`src/rtl/execute_pkg.sv`:
```
// Shared Execute-stage definitions: controller state encodings, slice width
// and the signed saturation limits used by the nibble-serial add/sub unit.
package execute_pkg;

    localparam logic [1:0] ST_IDLE = 2'd0;
    localparam logic [1:0] ST_RUN  = 2'd1;
    localparam logic [1:0] ST_DONE = 2'd2;

    localparam int unsigned NIBBLE_W = 4;

    // Saturation limits for a given width (up to 64 bits); callers keep the low bits.
    function automatic logic [63:0] sat_max_pos(input int unsigned width);
        return (64'd1 << (width - 1)) - 64'd1;
    endfunction

    function automatic logic [63:0] sat_max_neg(input int unsigned width);
        return 64'd1 << (width - 1);
    endfunction

endpackage

```
`src/rtl/addsub_nibble_slice.sv`:
```
// 4-bit ripple adder slice with exposed carry-in; c3 is the carry into the
// top bit so the caller can derive signed overflow as c3 ^ cout.
module addsub_nibble_slice
    import execute_pkg::*;
(
    input  logic [NIBBLE_W-1:0] a,
    input  logic [NIBBLE_W-1:0] b,
    input  logic                cin,
    output logic [NIBBLE_W-1:0] sum,
    output logic                cout,
    output logic                c3
);

    logic [NIBBLE_W:0] carry;

    assign carry[0] = cin;

    for (genvar i = 0; i < NIBBLE_W; i++) begin : g_bit
        full_adder u_fa (
            .a    (a[i]),
            .b    (b[i]),
            .cin  (carry[i]),
            .sum  (sum[i]),
            .cout (carry[i+1])
        );
    end

    assign cout = carry[NIBBLE_W];
    assign c3   = carry[NIBBLE_W-1];

endmodule

```
`src/rtl/full_adder.sv`:
```
// Single-bit full adder, the ripple cell of the nibble slice.
module full_adder (
    input  logic a,
    input  logic b,
    input  logic cin,
    output logic sum,
    output logic cout
);

    always_comb begin
        sum  = a ^ b ^ cin;
        cout = (a & b) | (cin & (a ^ b));
    end

endmodule

```
`src/rtl/nibble_serial_addsub_ctrl.sv`:
```
// Multi-cycle WIDTH-bit add/sub controller: one nibble per clock, LSB first,
// with registered carry, start/done handshake and final flag computation.
module nibble_serial_addsub_ctrl
    import execute_pkg::*;
#(
    parameter int unsigned WIDTH = 16
) (
    input  logic             clk,
    input  logic             rst_n,
    input  logic             start,
    input  logic [WIDTH-1:0] a,
    input  logic [WIDTH-1:0] b,
    input  logic             sub,
    input  logic             sat,
    output logic             busy,
    output logic             done,
    output logic [WIDTH-1:0] result,
    output logic             cout,
    output logic             ovfl,
    output logic             zero,
    output logic             neg
);

    localparam int unsigned NIBBLES = WIDTH / NIBBLE_W;
    localparam int unsigned CNT_W   = (NIBBLES > 1) ? $clog2(NIBBLES) : 1;
    localparam int unsigned IDX_W   = CNT_W + 2;

    localparam logic [CNT_W-1:0] LAST_CNT = CNT_W'(NIBBLES - 1);
    localparam logic [WIDTH-1:0] MAX_POS  = WIDTH'(sat_max_pos(WIDTH));
    localparam logic [WIDTH-1:0] MAX_NEG  = WIDTH'(sat_max_neg(WIDTH));

    logic [1:0]          state_q;
    logic [WIDTH-1:0]    a_q;
    logic [WIDTH-1:0]    b_q;
    logic                sat_q;
    logic                carry_q;
    logic [CNT_W-1:0]    cnt_q;

    logic [IDX_W-1:0]    base;
    logic [NIBBLE_W-1:0] a_nib;
    logic [NIBBLE_W-1:0] b_nib;
    logic [NIBBLE_W-1:0] sum_nib;
    logic                slice_cout;
    logic                slice_c3;
    logic [WIDTH-1:0]    raw_full;
    logic [WIDTH-1:0]    final_res;
    logic                final_ovfl;

    addsub_nibble_slice u_slice (
        .a    (a_nib),
        .b    (b_nib),
        .cin  (carry_q),
        .sum  (sum_nib),
        .cout (slice_cout),
        .c3   (slice_c3)
    );

    always_comb begin
        base     = {cnt_q, 2'b00};
        a_nib    = a_q[base +: NIBBLE_W];
        b_nib    = b_q[base +: NIBBLE_W];
        raw_full = result;
        raw_full[base +: NIBBLE_W] = sum_nib;
        // On the last nibble bit 3 is the MSB, so c3 ^ cout equals the
        // operand-sign overflow test (equal input signs, differing result sign).
        final_ovfl = slice_c3 ^ slice_cout;
        if (sat_q && final_ovfl) begin
            final_res = a_q[WIDTH-1] ? MAX_NEG : MAX_POS;
        end else begin
            final_res = raw_full;
        end
    end

    always_ff @(posedge clk or negedge rst_n) begin
        if (!rst_n) begin
            state_q <= ST_IDLE;
            a_q     <= '0;
            b_q     <= '0;
            sat_q   <= 1'b0;
            carry_q <= 1'b0;
            cnt_q   <= '0;
            result  <= '0;
            cout    <= 1'b0;
            ovfl    <= 1'b0;
            zero    <= 1'b0;
            neg     <= 1'b0;
        end else begin
            case (state_q)
                ST_IDLE: begin
                    if (start) begin
                        a_q     <= a;
                        b_q     <= sub ? ~b : b;
                        sat_q   <= sat;
                        carry_q <= sub;
                        cnt_q   <= '0;
                        state_q <= ST_RUN;
                    end
                end
                ST_RUN: begin
                    carry_q <= slice_cout;
                    if (cnt_q == LAST_CNT) begin
                        result  <= final_res;
                        cout    <= slice_cout;
                        ovfl    <= final_ovfl;
                        zero    <= (final_res == '0);
                        neg     <= final_res[WIDTH-1];
                        cnt_q   <= '0;
                        state_q <= ST_DONE;
                    end else begin
                        result  <= raw_full;
                        cnt_q   <= cnt_q + CNT_W'(1);
                    end
                end
                ST_DONE: begin
                    state_q <= ST_IDLE;
                end
                default: begin
                    state_q <= ST_IDLE;
                end
            endcase
        end
    end

    always_comb begin
        busy = (state_q != ST_IDLE);
        done = (state_q == ST_DONE);
    end

endmodule
```
`config.mk`:
```
export PLATFORM = sky130hd
export DESIGN_NAME = nibble_serial_addsub_ctrl
export DESIGN_NICKNAME = d
export VERILOG_FILES = /design/src/rtl/execute_pkg.sv /design/src/rtl/addsub_nibble_slice.sv /design/src/rtl/full_adder.sv /design/src/rtl/nibble_serial_addsub_ctrl.sv
export SDC_FILE = /design/constraint.sdc
export NUM_CORES = 1
export LEC_CHECK = 0
export BUFFER_PORTS_ARGS = -buffer_cell sky130_fd_sc_hd__buf_4
export CORE_MARGIN = 2
export CORE_UTILIZATION = 60
export CTS_CLUSTER_SIZE = 8
export DETAILED_ROUTE_END_ITERATION = 12
export PLACE_DENSITY = 0.85
export SETUP_SLACK_MARGIN = 0.05
export SYNTH_ARGS = -nofsm -noshare
export SYNTH_HDL_FRONTEND = slang
export SYNTH_SLANG_ARGS = --single-unit
```
`constraint.sdc`:
```
create_clock -name clk -period 11.5 [get_ports clk]
set_input_delay 0.575 -clock clk [delete_from_list [all_inputs] [get_ports clk]]
set_output_delay 0.575 -clock clk [all_outputs]
set_load 0.01 [all_outputs]
```
==> impl_metrics.json, run 1 <==
{
  "run_status": "finished, final reports clean",
  "postCtsSetupRepairBufs": 0,
  "drive_gt1_frac": 0.243,
  "async_flop_share": 1.00,
  "layout_common_cells": "72 x nand2_1, 59 x buf_4, 58 x dfrtp_1",
  "grt_pass1_wl_um": 10800,
  "rsz0062_at_grt": "false",
  "place_congestion": 0.868,
  "n_antenna_cell": 0,
  "dr.pass1.iters": 4,
  "clockBufferDepth": 2,
  "slew_viol_final": 0,
  "switchingPower_mw": 0.475,
  "clock.fmax_mhz": 219,
  "worst_ep_required_time_ns": 11.74,
  "drt-initial-drc-count": 217,
  "cts_resized": 0,
  "synth-edff-count": 0,
  "drc_errors": 0,
  "grt_max_degree": 59,
  "fp.coreArea_sq_um": 5040,
  "port_buffers": 58,
  "numClockSinks": 58,
  "ys_seq_area_frac": 0.468,
  "powerDensity_nw_per_um2": 308,
  "syn_to_final_growth_pct": 22.1,
  "synth_cell_types": 38,
  "dpl.cell_count": 416,
  "cts_tree": "built",
  "worstSetupStartpointType": "register",
  "die-height_um": 75.9,
  "cts_made_buffers": 9,
  "ys_ff_latch": 58,
  "viasPerCell": 5.56,
  "postSynthCellCount": 306,
  "instances_no_fill": 432,
  "place_hpwl_um": 4320,
  "min_path_type": "in -> async",
  "drt-wirelength-per-cell_um": 15.3,
  "drt_wl_total_um": 6590,
  "design.die.area_sq_um": 5750,
  "grt_pass1_vias": 2347,
  "start_util": 0.614,
  "vias": 2404,
  "io_pins": 59,
  "worstMarginPinSlew_ns": 1.23,
  "skew_ns": 0.00794,
  "final-setup-viol-count": 0,
  "rows": 26,
  "crit_path_max_fanout": 20,
  "synth_top_flop_cell": "dfrtp_1",
  "slew_headroom": 0.181,
  "nNetsFinal": 404,
  "antenna_left": 0,
  "leakage_nw": 1.91,
  "syn_avg_cell_area_sq_um": 10.1,
  "yosysWarnings": 0,
  "crit_path_end_kind": "register",
  "combPwrFrac": 0.485,
  "hold_violations": 0,
  "period_share": 0.396,
  "syn_nets": 353,
  "antenna_found_initial": 0,
  "arrival_ns": 4.80,
  "clkPwrFrac": 0.197,
  "final_common_cell": "nand2_1",
  "grt-ovfl-total": 0,
  "insertion_delay_ns": 0.35,
  "worstSetupPathType": "reg -> reg",
  "grt_usage": 0.256,
  "holdBufCountCts": 0,
  "p_int_mw": 0.689,
  "max-vdd-ir-drop_uv": 185,
  "cts.reportedPaths.clkPinSlew_ns": 0.07,
  "seq_power_share": 0.318,
  "clockRootBuffer": "clkbuf_8",
  "htree_num_levels": 3,
  "swShare": 0.408,
  "die_x_um": 75.9,
  "drv_cap": 0,
  "synth_area_sq_um": 3100,
  "setup_tns_ns": 0,
  "fin_crit_ns": 4.56
}
==> synth_stat cells (2+ instances only) <==
library cell | instances | share of area
o21ai_0 | 20 | 0.032
a21o_1 | 15 | 0.036
buf_2 | 6 | 0.0097
o31ai_1 | 2 | 0.0048
clkbuf_1 | 12 | 0.015
nand4b_1 | 2 | 0.0057
nor2_1 | 2 | 0.0024
a31oi_1 | 12 | 0.024
nand2b_1 | 2 | 0.0040
nor3b_1 | 3 | 0.0073
and2b_1 | 3 | 0.0073
a211oi_1 | 14 | 0.034
xnor2_1 | 16 | 0.045
nand2_1 | 72 | 0.087
mux4_2 | 8 | 0.058
a41oi_1 | 2 | 0.0057
inv_1 | 11 | 0.013
ha_1 | 6 | 0.024
dfrtp_1 | 58 | 0.47
mux2_2 | 2 | 0.0073
nand4_1 | 4 | 0.0081
fa_1 | 4 | 0.026
nor2b_1 | 15 | 0.030
==> critical path, cell delays in order (launching register included) <==
cell and delay, ns:
dfrtp_1 0.89, mux4_2 0.60, inv_1 0.11, fa_1 0.18, inv_1 0.05, fa_1 0.37, fa_1 0.46, fa_1 0.52
xor2_2 0.27, nand3_4 0.24, nor2_4 0.38, a211oi_1 0.13, a21o_1 0.22
==> area by class of cell <==
cell class	count	area, sq um
multi-input cells	218	1520
flip-flops and latches	58	1450
fillers	362	1260
repair buffers	59	443
clock buffers	9	124
clock inverters	7	116
well taps	70	87.6
inverters	11	41.3
==> power by group through the flow <==
stage	sequential, mW	combinational, mW	clock [mW]
after floorplan	0.349	0.419	0
after global placement	0.367	0.545	0
after detailed placement	0.371	0.556	0
after CTS	0.370	0.563	0.231
after global routing	0.383	0.626	0.241
final	0.370	0.565	0.230
==> through the flow <==
stage / hold slack, ns / cell area, sq um / utilization / worst slack, ns / total power, mW
floorplan: 0.279 / 3100 / - / 7.57 / 0.768
global placement: 0.453 / 3540 / 0.702 / 7.09 / 0.911
detailed placement: 0.459 / 3540 / 0.702 / 6.98 / 0.926
CTS: 0.301 / 3780 / 0.750 / 6.96 / 1.16
global route: 0.347 / 3780 / 0.750 / 6.70 / 1.25
finish: 0.270 / 3780 / 0.750 / 6.94 / 1.16
==> worst paths after layout <==
path | startpoint | to | slack [ns] | depth (start not counted)
worst max register to register | cnt_q[0]$_DFFE_PN0P_ | result[10]$_DFFE_PN0P_ | 6.94 | 12
max in group asynchronous | rst_n | result[10]$_DFFE_PN0P_ | 10.76 | 1
worst max-delay path | cnt_q[0]$_DFFE_PN0P_ | result[10]$_DFFE_PN0P_ | 6.94 | 12
worst min register to register | a_q[6]$_DFFE_PN0P_ | a_q[6]$_DFFE_PN0P_ | 0.47 | 2
worst min-delay path | rst_n | result[5]$_DFFE_PN0P_ | 0.27 | 1
min in group clk | a[12] | a_q[12]$_DFFE_PN0P_ | 0.41 | 3
==> per-layer routing <==
metal | wire length (um) | up-vias | global-route usage
met2 | 3380 | 87 | 0.412
met1 | 2730 | 1146 | 0.318
met3 | 338 | 13 | 0.0542
met5 | 0 | - | 0
li1 | - | 1158 | -
met4 | 144 | 0 | 0.154
==> logic make-up after synthesis <==
kind of cell | count (synthesis) | synth area share
flip-flops | 58 | 0.468
AND/OR/NAND/NOR | 110 | 0.172
adder cells (fa/ha/maj) | 10 | 0.0501
XOR/XNOR | 17 | 0.0505
multiplexers | 11 | 0.0687
buffers and inverters | 30 | 0.0412
AO/OA/AOI/OAI | 70 | 0.149
==> flip-flops by register name, summed over array words and instances (netlist names) <==
name	flops
sat_q	1
zero	1
state_q	2
cnt_q	2
neg	1
result	16
carry_q	1
a_q	16
cout	1
ovfl	1
b_q	16
Note: power is estimated with default switching activity, not from simulation.
==> run 2: changes to the inputs <==
--- a/config.mk
+++ b/config.mk
@@ -5,12 +5,13 @@
 export SDC_FILE = /design/constraint.sdc
 export NUM_CORES = 1
 export LEC_CHECK = 0
+export ABC_AREA = 1
 export BUFFER_PORTS_ARGS = -buffer_cell sky130_fd_sc_hd__buf_4
 export CORE_MARGIN = 2
-export CORE_UTILIZATION = 60
+export CORE_UTILIZATION = 51
 export CTS_CLUSTER_SIZE = 8
 export DETAILED_ROUTE_END_ITERATION = 12
-export PLACE_DENSITY = 0.85
+export PLACE_DENSITY = 0.77
 export SETUP_SLACK_MARGIN = 0.05
 export SYNTH_ARGS = -nofsm -noshare
 export SYNTH_HDL_FRONTEND = slang
==> constraint.sdc (replaced) <==
create_clock -name clk -period 4.1 [get_ports clk]
set_input_delay 0.205 -clock clk [delete_from_list [all_inputs] [get_ports clk]]
set_output_delay 0.205 -clock clk [all_outputs]
set_load 0.01 [all_outputs]
==> run 2 against run 1 <==
Against the previous run: fmax increased by 20%; first-iteration DRC count up 1.4%; die area up 24%; clock skew rose by 0.0028 ns; clock-buffer cell count rose by 4; clock power grew 150%; sequential cell count unchanged; routed wire length is 23% higher; cell area grew 6.5%; final cell count up 33%; synthesized cell count rose by 43%; register-to-register slack worse by 6.6 ns; largest cell class unchanged.
==> impl_metrics.json, run 2 <==
{
  "yosysTopAreaCellShare": 0.438,
  "powerDensity_nw_per_um2": 930,
  "ys_seq_area_frac": 0.438,
  "run_status": "finished, final reports clean",
  "synth_xor_area_frac": 0.0423,
  "period_share": 0.923,
  "antenna_left": 0,
  "synth.most_common_cell": "nand2_1",
  "n_antenna_cell": 0,
  "synth_area_sq_um": 3310,
  "cp_slowest_stage_delay_ns": 0.50,
  "numClockSinks": 58,
  "leakage_nw": 2.11,
  "port_buffers": 58,
  "dpl.cell_count": 556,
  "hold_violations": 0,
  "crit_path_end_kind": "register",
  "arrival_ns": 4.06,
  "cp-startpoint": "cnt_q[1]$_DFFE_PN0P_",
  "yosys.area_share.simple": 0.301,
  "place_congestion": 0.941,
  "min_path_type": "in -> reg",
  "clockBufferDepth": 2,
  "drc_errors": 0,
  "worst_r2r_endpoint": "result[2]$_DFFE_PN0P_",
  "drt_wl_total_um": 8110,
  "cts_tree": "built",
  "layout_common_cells": "181 x nand2_1, 63 x buf_4, 57 x dfrtp_1",
  "crit_chain": "clkinvlp_4, a21oi_1, a32o_1, fa_1, inv_1, fa_1, fa_1, fa_1, nand2_1, nand3_4, nor2_4, inv_2, nand2_1, nand2_1, nand3_1",
  "synthAdderAreaFrac": 0.0469,
  "antenna_found_initial": 0,
  "worst_ep_required_time_ns": 4.38,
  "grt_usage": 0.245,
  "yosys.area.top_type": "dfrtp_1",
  "grt-ovfl-total": 0,
  "syn_avg_cell_area_sq_um": 7.58,
  "dr.pass1.iters": 5,
  "synth-compound-area-share": 0.106,
  "synth_cell_types": 29,
  "insertion_delay_ns": 0.35,
  "rows": 29,
  "nNetsFinal": 541,
  "die-height_um": 84.6,
  "setup_tns_ns": 0,
  "htree_num_levels": 3,
  "ys_ff_latch": 58,
  "netlist_top_cells_area": "dfrtp_1 44%, nand2_1 21%, o21ai_0 4.8%",
  "cp_slowest_cell": "fa_1",
  "async_flop_share": 1.00,
  "r2r_start": "cnt_q[1]$_DFFE_PN0P_",
  "syn_to_final_growth_pct": 21.7,
  "fin_crit_ns": 3.78,
  "place_hpwl_um": 5830,
  "crit_path_max_fanout": 17,
  "whs_ns": 0.0502,
  "clockRootBuffer": "clkbuf_8",
  "rsz0062_at_grt": "false",
  "drt-initial-drc-count": 220,
  "reg_top3": "a_q (16), b_q (16), result (16)",
  "synthMuxAreaShare": 0,
  "max-vdd-ir-drop_uv": 439,
  "fp.coreArea_sq_um": 6310,
  "die_x_um": 84.6,
  "rrSetupSlack_ns": 0.32,
  "final-setup-viol-count": 0,
  "start_util": 0.524,
  "io_pins": 59,
  "worstSetupPathType": "reg -> reg",
  "yosys-top-cells-count": "181 x nand2_1, 58 x dfrtp_1, 32 x o21ai_0",
  "final_common_cell": "nand2_1",
  "slew_headroom": 0.511,
  "synth-edff-count": 0,
  "clock.fmax_mhz": 264,
  "cpMostUsedCell": "fa_1",
  "synth_top_family_by_area": "simple AND/OR/NAND/NOR gates",
  "cts_made_buffers": 9,
  "worstSetupStartpointType": "register",
  "vias": 3057,
  "slew_viol_final": 0,
  "yosysWarnings": 0,
  "worstMarginPinSlew_ns": 0.733,
  "instances_no_fill": 576,
  "viasPerCell": 5.31,
  "fin_ws_ns": 0.315,
  "synth_top_flop_cell": "dfrtp_1",
  "design.die.area_sq_um": 7150,
  "drive_gt1_frac": 0.206,
  "drv_cap": 0,
  "fill_cells": 567,
  "critPathCapture": "result[2]$_DFFE_PN0P_",
  "syn_nets": 484,
  "dpl_worst_slack_ns": 0.307,
  "grt_pass1_wl_um": 14000,
  "cts.reportedPaths.clkPinSlew_ns": 0.07,
  "utilization": 0.638,
  "skew_ns": 0.0107,
  "rr_worst_depth": 15,
  "postSynthCellCount": 437,
  "grt_max_degree": 59,
  "grt_pass1_vias": 3025,
  "drt-wirelength-per-cell_um": 14.1
}
## run 2: metal layers
metal / track usage / part of all wire
met1: 0.326 / 0.45
met3: 0.0521 / 0.056
met5: 0 / 0
met4: 0.0866 / 0.018
met2: 0.397 / 0.48
## run 2: power breakdown
group | internal (mW) | switching (mW)
combinational | 0.785 | 1.34
clock | 0.332 | 0.238
sequential | 0.838 | 0.214
total | 1.95 | 1.79
## run 2: worst min path at each step
| stage | start | to | slack, ns | depth (start not counted) |
|---|---|---|---|---|
| final | a[1] | a_q[1]$_DFFE_PN0P_ | 0.05 | 3 |
| after global routing | a[1] | a_q[1]$_DFFE_PN0P_ | 0.05 | 3 |
| after CTS | a[1] | a_q[1]$_DFFE_PN0P_ | 0.04 | 3 |
| after detailed placement | rst_n | result[2]$_DFFE_PN0P_ | 0.32 | 1 |
| after global placement | rst_n | a_q[4]$_DFFE_PN0P_ | 0.32 | 1 |
| after floorplan | rst_n | a_q[0]$_DFFE_PN0P_ | -0.09 | 0 |
## run 2: cell families (layout without fill, tap and decap cells)
logic type               Yosys count  after routing
XOR/XNOR                          16             16
adder cells (fa/ha/maj)           10             10
buffers and inverters             50            112
AO/OA/AOI/OAI                     62             62
AND/OR/NAND/NOR                  241            241
flip-flops                        58             58
## run 2: cell type report
cell class / instances / area, sq um / area share
clock buffer: 13 / 169 / 0.0419
sequential: 58 / 1450 / 0.360
tap: 77 / 96.3 / 0.0239
multi-input combinational: 329 / 1640 / 0.408
clock inverter: 3 / 46.3 / 0.0115
timing repair buffer: 65 / 503 / 0.125
inverter: 31 / 120 / 0.0298
## run 2: metrics by stage
step / cell area [sq um] / total power, mW
2_1_floorplan: 3310 / 2.55
3_3_place_gp: 3780 / 3.09
3_5_place_dp: 3780 / 3.14
4_1_cts: 4000 / 3.72
5_1_grt: 4030 / 4.09
6_report: 4030 / 3.75
## run 2: critical path: cells and delay by family (launching register included)
kind / cells / cell delay (ns)
flip-flops: 1 / 0.49
buffers and inverters: 3 / 0.44
AO/OA/AOI/OAI: 2 / 0.39
AND/OR/NAND/NOR: 6 / 0.89
adder cells (fa/ha/maj): 4 / 1.51
## run 2: timing repair
| action | 4_1_cts | 5_1_grt |
|---|---|---|
| endpoints found under the setup margin | 0 | 8 |
| setup buffers | 0 | 3 |
| hold buffers | 1 | 0 |
| resized for setup | 0 | 2 |
| endpoints found under the hold margin | 58 | 0 |
==> run 3: changes to the inputs <==
--- a/config.mk
+++ b/config.mk
@@ -8,10 +8,10 @@
 export ABC_AREA = 1
 export BUFFER_PORTS_ARGS = -buffer_cell sky130_fd_sc_hd__buf_4
 export CORE_MARGIN = 2
-export CORE_UTILIZATION = 51
+export CORE_UTILIZATION = 60
 export CTS_CLUSTER_SIZE = 8
 export DETAILED_ROUTE_END_ITERATION = 12
-export PLACE_DENSITY = 0.77
+export PLACE_DENSITY = 0.85
 export SETUP_SLACK_MARGIN = 0.05
 export SYNTH_ARGS = -nofsm -noshare
 export SYNTH_HDL_FRONTEND = slang
==> constraint.sdc (replaced) <==
create_clock -name clk -period 4.8 [get_ports clk]
set_input_delay 0.24 -clock clk [delete_from_list [all_inputs] [get_ports clk]]
set_output_delay 0.24 -clock clk [all_outputs]
set_load 0.01 [all_outputs]
==> run 3 against run 2 <==
Against the previous run: largest cell class unchanged; largest power group unchanged; critical path type unchanged; highest routed layer unchanged; routed wire length down 1.8%; cell area fell by 1.1%; first-iteration DRC count rose by 37%; sequential cell count unchanged; clock skew fell by 0.0052 ns; combinational power is 17% lower; critical endpoint is now result[15]$_DFFE_PN0P_; via count increased by 0.43%; global-route usage rose by 4.2 points; final cell count shrank 1.7%; non-clock buffer count fell by 4.
==> impl_metrics.json, run 3 (same netlist as run 2, synthesis figures left out) <==
{
  "grt_usage": 0.287,
  "dpl_worst_slack_ns": 1.05,
  "nNetsFinal": 537,
  "die-height_um": 78.3,
  "place_hpwl_um": 5590,
  "grt_pass1_vias": 2882,
  "swShare": 0.475,
  "drt-wirelength-per-cell_um": 14.1,
  "cp-startpoint": "cnt_q[0]$_DFFE_PN0P_",
  "holdBufCountCts": 1,
  "p_int_mw": 1.67,
  "regArea_sq_um": 1450,
  "cts_made_buffers": 9,
  "place_congestion": 0.929,
  "period_share": 0.796,
  "slew_viol_final": 0,
  "io_pins": 59,
  "drive_gt1_frac": 0.196,
  "clockBufferDepth": 2,
  "rrSetupSlack_ns": 0.98,
  "seq_power_share": 0.283,
  "drt-initial-drc-count": 302,
  "dpl.cell_count": 550,
  "r2r_start": "cnt_q[0]$_DFFE_PN0P_",
  "placed_area_sq_um": 3750,
  "arrival_ns": 4.04,
  "cts_resized": 0,
  "hold_violations": 0,
  "vias": 3070,
  "worstSetupPathType": "reg -> reg",
  "syn_to_final_growth_pct": 20.4,
  "worst_ep_required_time_ns": 5.02,
  "fp.coreArea_sq_um": 5410,
  "dr.pass1.iters": 7,
  "antenna_found_initial": 0,
  "grt-ovfl-total": 0,
  "min_path_type": "in -> reg",
  "clkPwrFrac": 0.161,
  "leakage_nw": 2.10,
  "layout_common_cells": "181 x nand2_1, 60 x buf_4, 58 x dfrtp_1",
  "fin_ws_ns": 0.980,
  "numClockSinks": 58,
  "fin_crit_ns": 3.82,
  "rr_worst_depth": 14,
  "final_common_cell": "nand2_1",
  "worst_r2r_endpoint": "result[15]$_DFFE_PN0P_",
  "n_antenna_cell": 0,
  "start_util": 0.612,
  "setup_tns_ns": 0,
  "viasPerCell": 5.42,
  "max-vdd-ir-drop_uv": 399,
  "port_buffers": 58,
  "design.die.area_sq_um": 6130,
  "whs_ns": 0.0922,
  "slew_headroom": 0.464,
  "cts.reportedPaths.clkPinSlew_ns": 0.07,
  "grt_pass1_wl_um": 13600,
  "crit_path_max_fanout": 20,
  "cts_tree": "built",
  "instances_no_fill": 566,
  "clock.fmax_mhz": 262,
  "htree_num_levels": 3,
  "skew_ns": 0.00559,
  "final-setup-viol-count": 0,
  "drv_cap": 0,
  "worstMarginPinSlew_ns": 0.802,
  "rsz0062_at_grt": "false",
  "final_cell_area_sq_um": 3990,
  "grt_max_degree": 59,
  "insertion_delay_ns": 0.34,
  "antenna_left": 0,
  "reg_top3": "a_q (16), b_q (16), result (16)",
  "drc_errors": 0,
  "fill_cells": 447,
  "die_x_um": 78.3,
  "powerDensity_nw_per_um2": 799,
  "combPwrFrac": 0.556,
  "clockRootBuffer": "clkbuf_8",
  "worstSetupStartpointType": "register",
  "run_status": "finished, final reports clean",
  "critPathCapture": "result[15]$_DFFE_PN0P_",
  "postCtsSetupRepairBufs": 0,
  "crit_path_end_kind": "register",
  "drt_wl_total_um": 7970,
  "switchingPower_mw": 1.51,
  "multiInputGateArea_sq_um": 1640,
  "rows": 27
}
## run 3: layer usage
| layer | vias to the layer above | wire length (um) | GRT usage |
|---|---|---|---|
| met5 | - | 0 | 0 |
| met4 | 0 | 144 | 0.107 |
| met3 | 16 | 541 | 0.0552 |
| met2 | 120 | 3670 | 0.451 |
| met1 | 1443 | 3620 | 0.397 |
| li1 | 1491 | - | - |
## run 3: final cells by class
cell class              count  area share
multi-input cells         329       0.412
well taps                  72      0.0226
inverters                  31      0.0292
flip-flops and latches     58       0.364
repair buffers             61       0.115
clock buffers              11      0.0380
clock inverters             4      0.0188
## run 3: how the worst min path moves through the flow
stage,start,depth (start not counted),to,slack (ns)
2_1_floorplan,rst_n,0,a_q[0]$_DFFE_PN0P_,-0.06
3_3_place_gp,rst_n,1,a_q[14]$_DFFE_PN0P_,0.34
3_5_place_dp,rst_n,1,b_q[14]$_DFFE_PN0P_,0.34
4_1_cts,a[14],3,a_q[14]$_DFFE_PN0P_,0.08
5_1_grt,a[14],3,a_q[14]$_DFFE_PN0P_,0.10
6_report,a[14],3,a_q[14]$_DFFE_PN0P_,0.09
## run 3: power by group through the flow
stage          combinational [mW]  sequential (mW)  clock, mW
2_1_floorplan                1.31            0.866          0
4_1_cts                      1.76            0.896      0.519
5_1_grt                      1.99            0.929      0.541
3_3_place_gp                 1.70            0.900          0
3_5_place_dp                 1.75            0.898          0
6_report                     1.77            0.903      0.512
## run 3: worst max-delay path, stage by stage (launching register included)
cell and delay, ns:
dfrtp_1 0.60, inv_2 0.25, nand2_1 0.13, a32o_1 0.19, fa_1 0.17, inv_1 0.05, fa_1 0.37, fa_1 0.45
fa_1 0.48, nand2_1 0.14, nand3_4 0.24, nor2_4 0.26, inv_2 0.15, nand3_1 0.13, nand3_1 0.09
## run 3: through the flow
stage / power, mW / utilization
after detailed placement: 2.64 / 0.694
final: 3.19 / 0.738
after global routing: 3.46 / 0.738
after floorplan: 2.17 / -
after global placement: 2.60 / 0.694
after CTS: 3.18 / 0.738
